==> src/rtl/riscv_mem_pkg.sv <==
// Shared types and defaults for the unified-memory arbiter.
package riscv_mem_pkg;

    localparam int DATA_W_DEF  = 32;
    localparam int ADDR_W_DEF  = 32;
    localparam int TIMEOUT_DEF = 255;

    typedef enum logic [1:0] {
        IDLE    = 2'd0,
        D_BUSY  = 2'd1,
        I_BUSY  = 2'd2,
        RELEASE = 2'd3
    } arb_state_t;

endpackage

==> src/rtl/mem_watchdog.sv <==
// Counts BUSY cycles of one memory access; expire pulses on the TIMEOUT-th cycle without ready.
module mem_watchdog #(
    parameter int TIMEOUT = 255
) (
    input  logic clk,
    input  logic rst,
    input  logic start,
    input  logic busy,
    input  logic ready,
    output logic expire
);

    localparam int CW = $clog2(TIMEOUT + 1);
    localparam logic [CW-1:0] LAST = CW'(TIMEOUT - 1);

    logic [CW-1:0] cnt_q;

    always_ff @(posedge clk or negedge rst) begin
        if (!rst) begin
            cnt_q <= '0;
        end else if (start) begin
            cnt_q <= '0;
        end else if (busy && (cnt_q != LAST)) begin
            cnt_q <= cnt_q + 1'b1;
        end
    end

    assign expire = busy & ~ready & (cnt_q == LAST);

endmodule

==> src/rtl/mem_arbiter.sv <==
// Serialises data (first) and fetch accesses onto one variable-latency memory,
// stalling the pipeline until all pending accesses finish, then releases for one cycle.
module mem_arbiter
    import riscv_mem_pkg::*;
#(
    parameter int DATA_W  = DATA_W_DEF,
    parameter int ADDR_W  = ADDR_W_DEF,
    parameter int TIMEOUT = TIMEOUT_DEF
) (
    input  logic              clk,
    input  logic              rst,
    input  logic              if_ce,
    input  logic [ADDR_W-1:0] if_addr,
    output logic [DATA_W-1:0] if_inst,
    output logic              if_valid,
    input  logic              dm_ce,
    input  logic              dm_we,
    input  logic [ADDR_W-1:0] dm_addr,
    input  logic [DATA_W-1:0] dm_wdata,
    output logic [DATA_W-1:0] dm_rdata,
    output logic              dm_valid,
    output logic              stall_req,
    output logic              mem_req,
    output logic              mem_we,
    output logic [ADDR_W-1:0] mem_addr,
    output logic [DATA_W-1:0] mem_wdata,
    input  logic [DATA_W-1:0] mem_rdata,
    input  logic              mem_ready,
    output logic              err
);

    arb_state_t        state_q, state_d;
    logic              start, busy, expire, done;
    logic [DATA_W-1:0] rdata_in;
    logic              req_d, we_d;
    logic [ADDR_W-1:0] addr_d;
    logic [DATA_W-1:0] wdata_d;
    logic              mem_req_q, mem_we_q;
    logic [ADDR_W-1:0] mem_addr_q;
    logic [DATA_W-1:0] mem_wdata_q, if_inst_q, dm_rdata_q;
    logic              if_served_q, dm_served_q, err_q;

    assign busy     = (state_q == D_BUSY) || (state_q == I_BUSY);
    assign done     = busy & (mem_ready | expire);
    assign rdata_in = mem_ready ? mem_rdata : '0;

    mem_watchdog #(.TIMEOUT(TIMEOUT)) u_watchdog (
        .clk    (clk),
        .rst    (rst),
        .start  (start),
        .busy   (busy),
        .ready  (mem_ready),
        .expire (expire)
    );

    always_comb begin
        state_d = state_q;
        start   = 1'b0;
        case (state_q)
            IDLE: begin
                if (dm_ce) begin
                    state_d = D_BUSY;
                    start   = 1'b1;
                end else if (if_ce) begin
                    state_d = I_BUSY;
                    start   = 1'b1;
                end
            end
            D_BUSY: begin
                if (done) begin
                    if (if_ce) begin
                        state_d = I_BUSY;
                        start   = 1'b1;
                    end else begin
                        state_d = RELEASE;
                    end
                end
            end
            I_BUSY:  if (done) state_d = RELEASE;
            RELEASE: state_d = IDLE;
            default: state_d = IDLE;
        endcase
    end

    // Bus is registered from the next state so a D->I handover keeps mem_req high.
    always_comb begin
        req_d   = 1'b0;
        we_d    = 1'b0;
        addr_d  = '0;
        wdata_d = '0;
        if (state_d == D_BUSY) begin
            req_d   = 1'b1;
            we_d    = dm_we;
            addr_d  = dm_addr;
            wdata_d = dm_wdata;
        end else if (state_d == I_BUSY) begin
            req_d   = 1'b1;
            addr_d  = if_addr;
        end
    end

    always_ff @(posedge clk or negedge rst) begin
        if (!rst) begin
            state_q     <= IDLE;
            mem_req_q   <= 1'b0;
            mem_we_q    <= 1'b0;
            mem_addr_q  <= '0;
            mem_wdata_q <= '0;
            if_inst_q   <= '0;
            dm_rdata_q  <= '0;
            if_served_q <= 1'b0;
            dm_served_q <= 1'b0;
            err_q       <= 1'b0;
        end else begin
            state_q     <= state_d;
            mem_req_q   <= req_d;
            mem_we_q    <= we_d;
            mem_addr_q  <= addr_d;
            mem_wdata_q <= wdata_d;
            err_q       <= err_q | expire;
            if ((state_q == D_BUSY) && done) begin
                dm_rdata_q  <= mem_we_q ? '0 : rdata_in;
                dm_served_q <= ~mem_we_q;
            end
            if ((state_q == I_BUSY) && done) begin
                if_inst_q   <= rdata_in;
                if_served_q <= 1'b1;
            end
            if (state_q == RELEASE) begin
                if_served_q <= 1'b0;
                dm_served_q <= 1'b0;
            end
        end
    end

    // A request withdrawn mid-round (flush) discards its result.
    assign if_valid  = (state_q == RELEASE) & if_served_q & if_ce;
    assign dm_valid  = (state_q == RELEASE) & dm_served_q & dm_ce;
    assign stall_req = rst & (state_q != RELEASE) & (if_ce | dm_ce);

    assign if_inst   = if_inst_q;
    assign dm_rdata  = dm_rdata_q;
    assign mem_req   = mem_req_q;
    assign mem_we    = mem_we_q;
    assign mem_addr  = mem_addr_q;
    assign mem_wdata = mem_wdata_q;
    assign err       = err_q;

endmodule
==> config.mk <==
export PLATFORM = sky130hd
export DESIGN_NAME = mem_arbiter
export DESIGN_NICKNAME = d
export VERILOG_FILES = /design/src/rtl/riscv_mem_pkg.sv /design/src/rtl/mem_watchdog.sv /design/src/rtl/mem_arbiter.sv
export SDC_FILE = /design/constraint.sdc
export NUM_CORES = 1
export LEC_CHECK = 0
export ABC_CLOCK_PERIOD_IN_PS = 8100
export BUFFER_PORTS_ARGS = -buffer_cell sky130_fd_sc_hd__buf_2
export CORE_ASPECT_RATIO = 1.1
export CORE_MARGIN = 5
export CORE_UTILIZATION = 25
export DETAILED_ROUTE_END_ITERATION = 8
export PLACE_DENSITY = 0.51
export SYNTH_ARGS = -nofsm -noshare
export SYNTH_HDL_FRONTEND = slang
export SYNTH_SLANG_ARGS = --single-unit
==> constraint.sdc <==
create_clock -name clk -period 8.1 [get_ports clk]
set_clock_uncertainty 0.15 [all_clocks]
set_input_delay 0.81 -clock clk [delete_from_list [all_inputs] [get_ports clk]]
set_output_delay 0.81 -clock clk [all_outputs]
set_load 0.01 [all_outputs]
==> results of run 1 <==
-- kinds of logic (layout without fill, tap and decap cells) --
group                      count (synthesis)  count (layout)  synth area share
and+or+nand+nor                           72              72            0.0769
muxes                                      1               1           0.00188
AOI/OAI and AO/OA                        121             121             0.199
buffers and inverters                     37             312            0.0281
xor gates and xnor gates                   3               3           0.00492
other                                      0               1                 0
adders and majority gates                  8               8            0.0188
DFF                                      143             143             0.671
-- flip-flops by register name, indices dropped and copies added (netlist names) --
name	flops
dm_rdata	32
dm_served_q	1
err	1
if_inst	32
if_served_q	1
mem_addr	32
mem_req	1
mem_wdata	32
mem_we	1
state_q	2
u_watchdog.cnt_q	8
-- cell usage after synthesis, drive strengths merged (2+ instances only) --
cell type,number
and3,3
buf,10
nand4,3
and4,2
a22o,63
o31ai,4
nand3,4
o21ai,9
dfrtp,143
a32o,31
a21oi,7
nor2,9
ha,8
xor2,2
inv,9
and2,34
clkbuf,18
nand2,8
o31a,2
nor3,3
-- layout make-up --
type / instances / area (um2)
fillers: 2192 / 13600
flip-flops and latches: 143 / 3580
multi-input cells: 205 / 1620
repair buffers: 271 / 1370
clock buffers: 17 / 425
well taps: 290 / 363
clock inverters: 15 / 126
inverters: 9 / 33.8
diodes: 1 / 2.50
-- layer usage --
| layer | track usage | vias up |
|---|---|---|
| li1 | - | 1966 |
| met1 | 0.167 | 2108 |
| met2 | 0.205 | 230 |
| met3 | 0.0680 | 17 |
| met4 | 0.0470 | 4 |
| met5 | 0 | - |
-- worst max-delay path, stage by stage (launching register included) --
cell and delay (ns):
sky130_fd_sc_hd__dfrtp_1 0.44, sky130_fd_sc_hd__inv_1 0.11, sky130_fd_sc_hd__ha_1 0.39, sky130_fd_sc_hd__nand3_1 0.18
sky130_fd_sc_hd__o31a_1 0.43, sky130_fd_sc_hd__or4_1 0.48, sky130_fd_sc_hd__o311a_1 0.16, sky130_fd_sc_hd__ha_2 0.54
sky130_fd_sc_hd__nor2b_2 0.21, sky130_fd_sc_hd__buf_4 0.35, sky130_fd_sc_hd__a22o_1 0.20
-- final timing paths --
path                       startpoint      endpoint  slack [ns]  cells after the start
min reg2reg                       err           err        0.33                      2
max reg2reg                state_q[0]  mem_addr[14]        4.38                     10
max                        state_q[0]  mem_addr[14]        4.38                     10
min                               rst    if_inst[9]        0.28                      1
max in group asynchronous         rst  dm_rdata[12]        6.12                      2
min in group clk                  err           err        0.33                      2
-- layout by cell type, fill, tap and decap left out, types with 2 or more instances in the layout --
cell type	Yosys	final
sky130_fd_sc_hd__and2_1	33	34
sky130_fd_sc_hd__clkbuf_16	0	17
sky130_fd_sc_hd__nand2_1	7	7
sky130_fd_sc_hd__buf_4	0	4
sky130_fd_sc_hd__xor2_1	2	2
sky130_fd_sc_hd__o31a_1	2	2
sky130_fd_sc_hd__a32o_1	31	31
sky130_fd_sc_hd__inv_8	0	2
sky130_fd_sc_hd__inv_6	0	6
sky130_fd_sc_hd__a21oi_1	7	7
sky130_fd_sc_hd__and4_1	2	2
sky130_fd_sc_hd__nor2_1	9	9
sky130_fd_sc_hd__a22o_1	63	63
sky130_fd_sc_hd__nand3_1	4	4
sky130_fd_sc_hd__o31ai_4	2	2
sky130_fd_sc_hd__inv_1	9	9
sky130_fd_sc_hd__and3_1	3	3
sky130_fd_sc_hd__ha_1	8	7
sky130_fd_sc_hd__o21ai_0	5	5
sky130_fd_sc_hd__dfrtp_1	143	143
sky130_fd_sc_hd__nor3_1	3	2
sky130_fd_sc_hd__clkinvlp_4	0	2
sky130_fd_sc_hd__buf_2	9	266
sky130_fd_sc_hd__o21ai_1	4	4
sky130_fd_sc_hd__clkinv_4	0	3
sky130_fd_sc_hd__nand4_1	3	3
sky130_fd_sc_hd__o31ai_1	2	2
sky130_fd_sc_hd__clkinv_2	0	2
-- power by group through the flow --
stage / combinational [mW] / clock, mW / sequential (mW)
final: 1.22 / 0.736 / 1.13
after global routing: 1.36 / 0.799 / 1.16
after CTS: 1.25 / 0.767 / 1.13
after detailed placement: 1.25 / 0 / 1.14
after global placement: 1.21 / 0 / 1.14
after floorplan: 0.610 / 0 / 1.26
==> metrics.txt, run 1 <==
first-pass GRT wire length 25.8 mm; total of endpoints with negative setup slack in the final report 0; CTS tree done; fraction of power consumed by sequential logic 0.365; clock slew seen by the registers of the worst setup and hold paths 0.07 ns; final core utilization 0.355; share of power burned in the clock network 0.238; cell at the root of the clock tree sky130_fd_sc_hd__clkbuf_16; First DRT Iteration DRCs 194; routed length on met2 7.31 mm; die span in y ~160 um; number of warnings reported in the yosys synthesis log 0; initial core utilization 0.252; total net switching power between 1 and 1.5 mW; data required time at the worst endpoint 8.30 ns; library cells used by synthesis 38; count of boundary I/O pins 268; max frequency ~270 MHz; Detail Placement HPWL 12.1 mm; layout overhead on the synthesized area 40.9%; kind of critical path flop to flop; max-slew violation count 0; power density over the cells 411 mW/mm2; Std-Cell Core Area 0.0212 mm2; outcome finished, final reports clean; number of endpoints with negative hold slack in the final report 0; clock tree sinks between 100 and 150; setup tns final 0 ns; post-route fraction of the period consumed by the critical path 0.460; H-tree levels 4; mean instance size in the synthesized netlist 13.9 um2; Post-Place Cells 918; # Max-Cap Violations 0; async set-reset flop share out of synthesis 1.00; number of buffers between clock root and the deepest sink 2; critical-path maximum fanout 66; vias in the first global route 4744; post-place instance area 0.00697 mm2; maximum number of pins on one net before global-route repair 78; Post-CTS Setup Bufs 0; clock period minus final worst setup slack 3.72 ns; Yosys reg bits 143; total iterations of the first detailed-routing run 4; met1 wire length 7.01 mm; DRC violation count after routing 0; cell-internal power a little under 2 mW; kind of launch point of the worst setup path flop; cell leakage power 3.98 nW; antenna violations before repair 3; post-detailed-route via-to-cell ratio 4.55; insertion delay of the later-clocked pin in the worst-skew pair between 0.4 and 0.5 ns; portion of the post-synthesis area used by sequential elements 0.671; Combinational Power Share 0.396; Sw Share 0.371; vias 4325; Crit. End Element flop; area of all placed cells without fillers roughly 0.0075 mm2; Peak VDD IR 0.160 mV; number of enable-type register cells in the synthesized netlist 0; mean routed wirelength per cell 17.4 um; min setup slack post-route 4.38 ns; Antenna Violating Nets Remaining 0; area fraction of the dominant cell type after synthesis 0.671; pre-CTS WS 4.38 ns; total congestion overflow 0; final routed wirelength across all metal layers around 17 mm; Area contributors post-synth sky130_fd_sc_hd__dfrtp_1 67%, sky130_fd_sc_hd__a22o_1 10%, sky130_fd_sc_hd__a32o_1 5.8%, sky130_fd_sc_hd__and2_1 3.9%, sky130_fd_sc_hd__ha_1 1.9%; worst slack on hold paths 0.280 ns; count of hold-fix buffers inserted at cts 0; Data arrival, critical path 3.92 ns; setup repair after global routing missed its margin no; final non-filler cell total 951; floorplan die area 0.0244 mm2; netlist area before placement 0.00534 mm2; die outline width roughly 150 um; count of buffers inserted at the top-level ports 267; total routing usage reported by global routing 0.135; GPL Wtd Cong 0.797; layout cells sized above 1 0.470; Site Rows 56; measured slew at the worst slew-check pin 1.19 ns; type of the tightest min-delay check input port to async pin; relative slew slack 0.210; total power 3.09 mW; highest routing layer actually used met5; Layout Nets 789; gate count of the mapped netlist 385; number of buffers created by CTS 17; synthesized net count 527; met3 layer wire length in the routed design between 1.5 and 2 mm; most common flop cell mapped by yosys sky130_fd_sc_hd__dfrtp_1; cell taking the most area after synthesis sky130_fd_sc_hd__dfrtp_1; Resize count post-CTS 0
No activity file was read; power rests on OpenSTA's default activity.
==> run 2: changes to the inputs <==
Settings changed: ABC_CLOCK_PERIOD_IN_PS 8100 to 3500.
Clock period 8.1 ns to 3.5 ns, I/O delays scaled along.
==> metrics.txt, run 2 (synthesis results as in run 1) <==
outcome finished, final reports clean; floorplan die area roughly 0.024 mm2; relative slew slack 0.493; kind of launch point of the worst setup path flop; Antenna Violating Nets Remaining 0; Site Rows 56; layout overhead on the synthesized area 57.0%; total congestion overflow 0; vias 4642; post-route fraction of the period consumed by the critical path 0.922; count of hold-fix buffers inserted at cts 79; cell leakage power approximately 4.3 nW; maximum number of pins on one net before global-route repair between 100 and 150; # Max-Cap Violations 0; total routing usage reported by global routing 0.141; critical-path maximum fanout 65; Post-CTS Setup Bufs 0; GPL Wtd Cong 0.819; H-tree levels 4; Filler Cells Inserted about 2100; die outline width between 100 and 150 um; total of endpoints with negative setup slack in the final report 0; kind of critical path flop to flop; max-slew violation count 0; number of buffers created by CTS 17; total net switching power 2.68 mW; number of endpoints with negative hold slack in the final report 0; Resize count post-CTS 0; max frequency between 300 and 400 MHz; vias in the first global route 5041; Layout Nets 872; die span in y around 160 um; DRC violation count after routing 0; CTS tree done; setup repair after global routing missed its margin no; Diodes inserted 0; measured slew at the worst slew-check pin ~0.76 ns; Std-Cell Core Area 0.0212 mm2; cell-internal power 4.62 mW; mean routed wirelength per cell 16.7 um; Combinational Power Share 0.406; First DRT Iteration DRCs 330; clock period minus final worst setup slack 3.23 ns; insertion delay of the later-clocked pin in the worst-skew pair 0.41 ns; first-pass GRT wire length 27.1 mm; count of boundary I/O pins 268; Data arrival, critical path 3.38 ns; cell at the root of the clock tree sky130_fd_sc_hd__clkbuf_16; Sw Share 0.367; setup tns final 0 ns; Max stage delay on crit path 0.47 ns; antenna violations before repair 2; crit path cell chain inv_1, ha_1, nand3_1, o31a_1, or4_1, o311a_1, ha_2, buf_4, a22o_1; Reg2Reg Setup Slack 0.27 ns; clock slew seen by the registers of the worst setup and hold paths about 0.060 ns; slowest library cell on the worst path sky130_fd_sc_hd__or4_1; final core utilization 0.396; commonest cells after routing, fill and taps aside 266 x sky130_fd_sc_hd__buf_2, 143 x sky130_fd_sc_hd__dfrtp_1, 80 x sky130_fd_sc_hd__dlygate4sd3_1; initial core utilization 0.252; count of buffers inserted at the top-level ports ~270; data required time at the worst endpoint 3.65 ns; commonest non-fill, non-tap cell in the layout sky130_fd_sc_hd__buf_2; layout cells sized above 1 0.421; power density over the cells 872 mW/mm2; fraction of power consumed by sequential logic 0.358; clock tree sinks 143; Peak VDD IR around 0.48 mV; type of the tightest min-delay check input port to flop; share of power burned in the clock network 0.236; Detail Placement HPWL between 10 and 15 mm; Crit. End Element flop; post-detailed-route via-to-cell ratio approximately 4.5; total iterations of the first detailed-routing run 4; number of buffers between clock root and the deepest sink 2; final routed wirelength across all metal layers 17.2 mm
==> run 2: routing by layer <==
| layer | global-route usage | wire length [um] | vias to the layer above |
|---|---|---|---|
| met4 | 0.0474 | 337 | 4 |
| met5 | 0 | 21 | - |
| met1 | 0.168 | 7040 | 2237 |
| li1 | - | - | 2131 |
| met3 | 0.0691 | 1960 | 24 |
| met2 | 0.224 | 7850 | 246 |
==> run 2: worst paths after layout <==
check / from / endpoint / cells after the start
worst max-delay path: state_q[0] / mem_addr[3] / 9
worst min-delay path: dm_wdata[6] / mem_wdata[6] / 2
worst max register to register: state_q[0] / mem_addr[3] / 9
worst min register to register: err / err / 2
max in group asynchronous: rst / mem_addr[25] / 3
min in group asynchronous: rst / if_inst[6] / 3
==> run 2: final cells by class <==
| cell class | count | area [um2] | area share |
|---|---|---|---|
| clock buffers | 18 | 439 | 0.0524 |
| clock inverters | 14 | 123 | 0.0146 |
| inverters | 9 | 33.8 | 0.00403 |
| multi-input cells | 205 | 1620 | 0.193 |
| flip-flops and latches | 143 | 3580 | 0.427 |
| well taps | 290 | 363 | 0.0433 |
| repair buffers | 354 | 2220 | 0.265 |
==> run 2: metrics by stage <==
stage / setup WS (ns) / hold slack (ns) / instances / power [mW] / instance area [um2]
after floorplan: 0.463 / -0.0956 / 385 / 4.34 / 5340
after global placement: 0.410 / 0.314 / 921 / 5.49 / 7010
after detailed placement: 0.314 / 0.313 / 921 / 5.59 / 7010
after CTS: 0.285 / 0.000649 / 1032 / 7.43 / 8370
after global routing: 0.110 / 0.00233 / 1033 / 7.80 / 8380
final: 0.273 / 0.0197 / 1033 / 7.30 / 8380
==> run 2: power groups by stage <==
stage	clock network, mW	logic, mW	registers [mW]
final	1.72	2.96	2.61
after global routing	1.86	3.25	2.69
after CTS	1.79	3.01	2.62
after detailed placement	0	2.94	2.64
after global placement	0	2.86	2.63
after floorplan	0	1.41	2.93
==> run 2: critical path: cells and delay by family (launching register included) <==
family,cells,cell delay (ns)
AOI/OAI and AO/OA,3,0.87
buffers and inverters,2,0.37
DFF,1,0.44
adders and majority gates,2,0.59
and+or+nand+nor,2,0.65
==> run 3: changes to the inputs <==
Settings changed: ABC_CLOCK_PERIOD_IN_PS 3500 to 2860, PLACE_DENSITY 0.51 to 0.53.
Clock period 3.5 ns to 2.86 ns, I/O delays scaled along.
==> metrics.txt, run 3 (synthesis results as in run 1) <==
outcome finished, final reports clean; number of buffers created by CTS 17; routed length on met2 8.96 mm; commonest cells after routing, fill and taps aside 266 x sky130_fd_sc_hd__buf_2, 143 x sky130_fd_sc_hd__dfrtp_1, 131 x sky130_fd_sc_hd__dlygate4sd3_1; number of endpoints with negative hold slack in the final report 0; Filler Cells Inserted 1961; max frequency 370 MHz; first-pass GRT wire length 28.6 mm; clock period minus final worst setup slack about 2.7 ns; post-detailed-route via-to-cell ratio 4.47; setup repair after global routing missed its margin no; worst slack on hold paths 0.189 ns; die outline width 149 um; H-tree levels 4; GPL Wtd Cong 0.789; maximum number of pins on one net before global-route repair 144; setup tns final 0 ns; Std-Cell Core Area 0.0212 mm2; cell at the root of the clock tree sky130_fd_sc_hd__clkbuf_16; number of buffers between clock root and the deepest sink 2; Detail Placement HPWL approximately 12 mm; count of buffers inserted at the top-level ports 267; initial core utilization 0.252; Data arrival, critical path 2.90 ns; total congestion overflow 0; measured slew at the worst slew-check pin 0.743 ns; met1 wire length 7.61 mm; DRC violation count after routing 0; die span in y 163 um; max-slew violation count 0; Site Rows 56; layout cells sized above 1 0.405; met3 layer wire length in the routed design 1.94 mm; First DRT Iteration DRCs 189; kind of critical path flop to flop; type of the tightest min-delay check input port to flop; cell leakage power 4.63 nW; total of endpoints with negative setup slack in the final report 0; Peak VDD IR 0.465 mV; data required time at the worst endpoint 3.06 ns; insertion delay of the later-clocked pin in the worst-skew pair 0.41 ns; highest routing layer actually used met4; commonest non-fill, non-tap cell in the layout sky130_fd_sc_hd__buf_2; kind of launch point of the worst setup path flop; count of boundary I/O pins 268; total iterations of the first detailed-routing run 4; clock slew seen by the registers of the worst setup and hold paths around 0.060 ns; vias in the first global route 5404; final routed wirelength across all metal layers 18.9 mm; antenna violations before repair 0; relative slew slack 0.505; power density over the cells roughly 1100 mW/mm2; CTS tree done; Layout Nets slightly above 900; total routing usage reported by global routing 0.150; critical-path maximum fanout 8; mean routed wirelength per cell 17.2 um; Antenna Violating Nets Remaining 0; post-route fraction of the period consumed by the critical path 0.946; Crit. End Element flop; clock tree sinks 143; floorplan die area roughly 0.024 mm2; vias just under 5000; layout overhead on the synthesized area 70.1%; # Max-Cap Violations 0
==> run 3: changes by cell type in the layout (fill, tap and decap cells not counted), sizes merged <==
cell,change
clkinvlp,-1
clkinv,+1
dlygate4sd3,+51
diode,+1
clkbuf,+2
buf,+9
==> run 3: cell type report <==
class	count	area (um2)	area share
clock buffer	18	439	0.0484
multi-input combinational	205	1640	0.181
timing repair buffer	416	2880	0.317
tap	290	363	0.0400
inverter	9	33.8	0.00372
sequential	143	3580	0.394
clock inverter	14	140	0.0154
antenna	1	2.50	0.000276
==> run 3: power by group <==
group / internal (mW) / switching [mW] / total (mW)
combinational: 2.04 / 2.18 / 4.22
sequential: 2.84 / 0.355 / 3.20
clock: 1.18 / 0.978 / 2.16
==> run 3: per-layer routing <==
metal  vias to the layer above  track usage
met1                      2369        0.179
li1                       2254            -
met5                         -            0
met2                       258        0.247
met4                         0       0.0641
met3                        19       0.0527
==> run 3: through the flow <==
step | instances | total power [mW] | worst slack, ns | cell area [um2] | utilization
after floorplan | 385 | 5.34 | 0.00362 | 5350 | -
after global placement | 927 | 6.80 | 0.180 | 7080 | 0.334
after detailed placement | 927 | 6.93 | 0.0965 | 7080 | 0.334
after CTS | 1090 | 9.30 | 0.0614 | 8970 | 0.424
after global routing | 1095 | 10.2 | 0.0339 | 9070 | 0.429
final | 1096 | 9.58 | 0.154 | 9070 | 0.429
==> run 3: worst max-delay path, stage by stage (launching register included) <==
cell and delay (ns):
sky130_fd_sc_hd__dfrtp_1 0.40, sky130_fd_sc_hd__inv_1 0.10, sky130_fd_sc_hd__ha_1 0.19, sky130_fd_sc_hd__nand3_1 0.11
sky130_fd_sc_hd__o31a_1 0.30, sky130_fd_sc_hd__or4_1 0.44, sky130_fd_sc_hd__o311a_1 0.15, sky130_fd_sc_hd__ha_2 0.24
sky130_fd_sc_hd__nor2b_4 0.14, sky130_fd_sc_hd__buf_12 0.13, sky130_fd_sc_hd__clkbuf_16 0.16, sky130_fd_sc_hd__a22o_1 0.13
==> run 3: path summary, 6_finish.rpt <==
kind,from,to,slack (ns),cells past startpoint
setup / recovery,u_watchdog.cnt_q[0],mem_addr[18],0.15,11
hold reg to reg,err,err,0.31,2
max in group asynchronous,rst,mem_addr[30],1.58,3
min in group asynchronous,rst,if_inst[9],0.44,3
hold / removal,dm_ce,state_q[1],0.19,3
setup reg to reg,u_watchdog.cnt_q[0],mem_addr[18],0.15,11
==> run 3: what timing repair did <==
action	CTS	global route
gates resized for setup	0	3
hold buffers	131	0
setup buffers	0	2
endpoints found under the setup margin	0	32
hold endpoints to repair	273	0
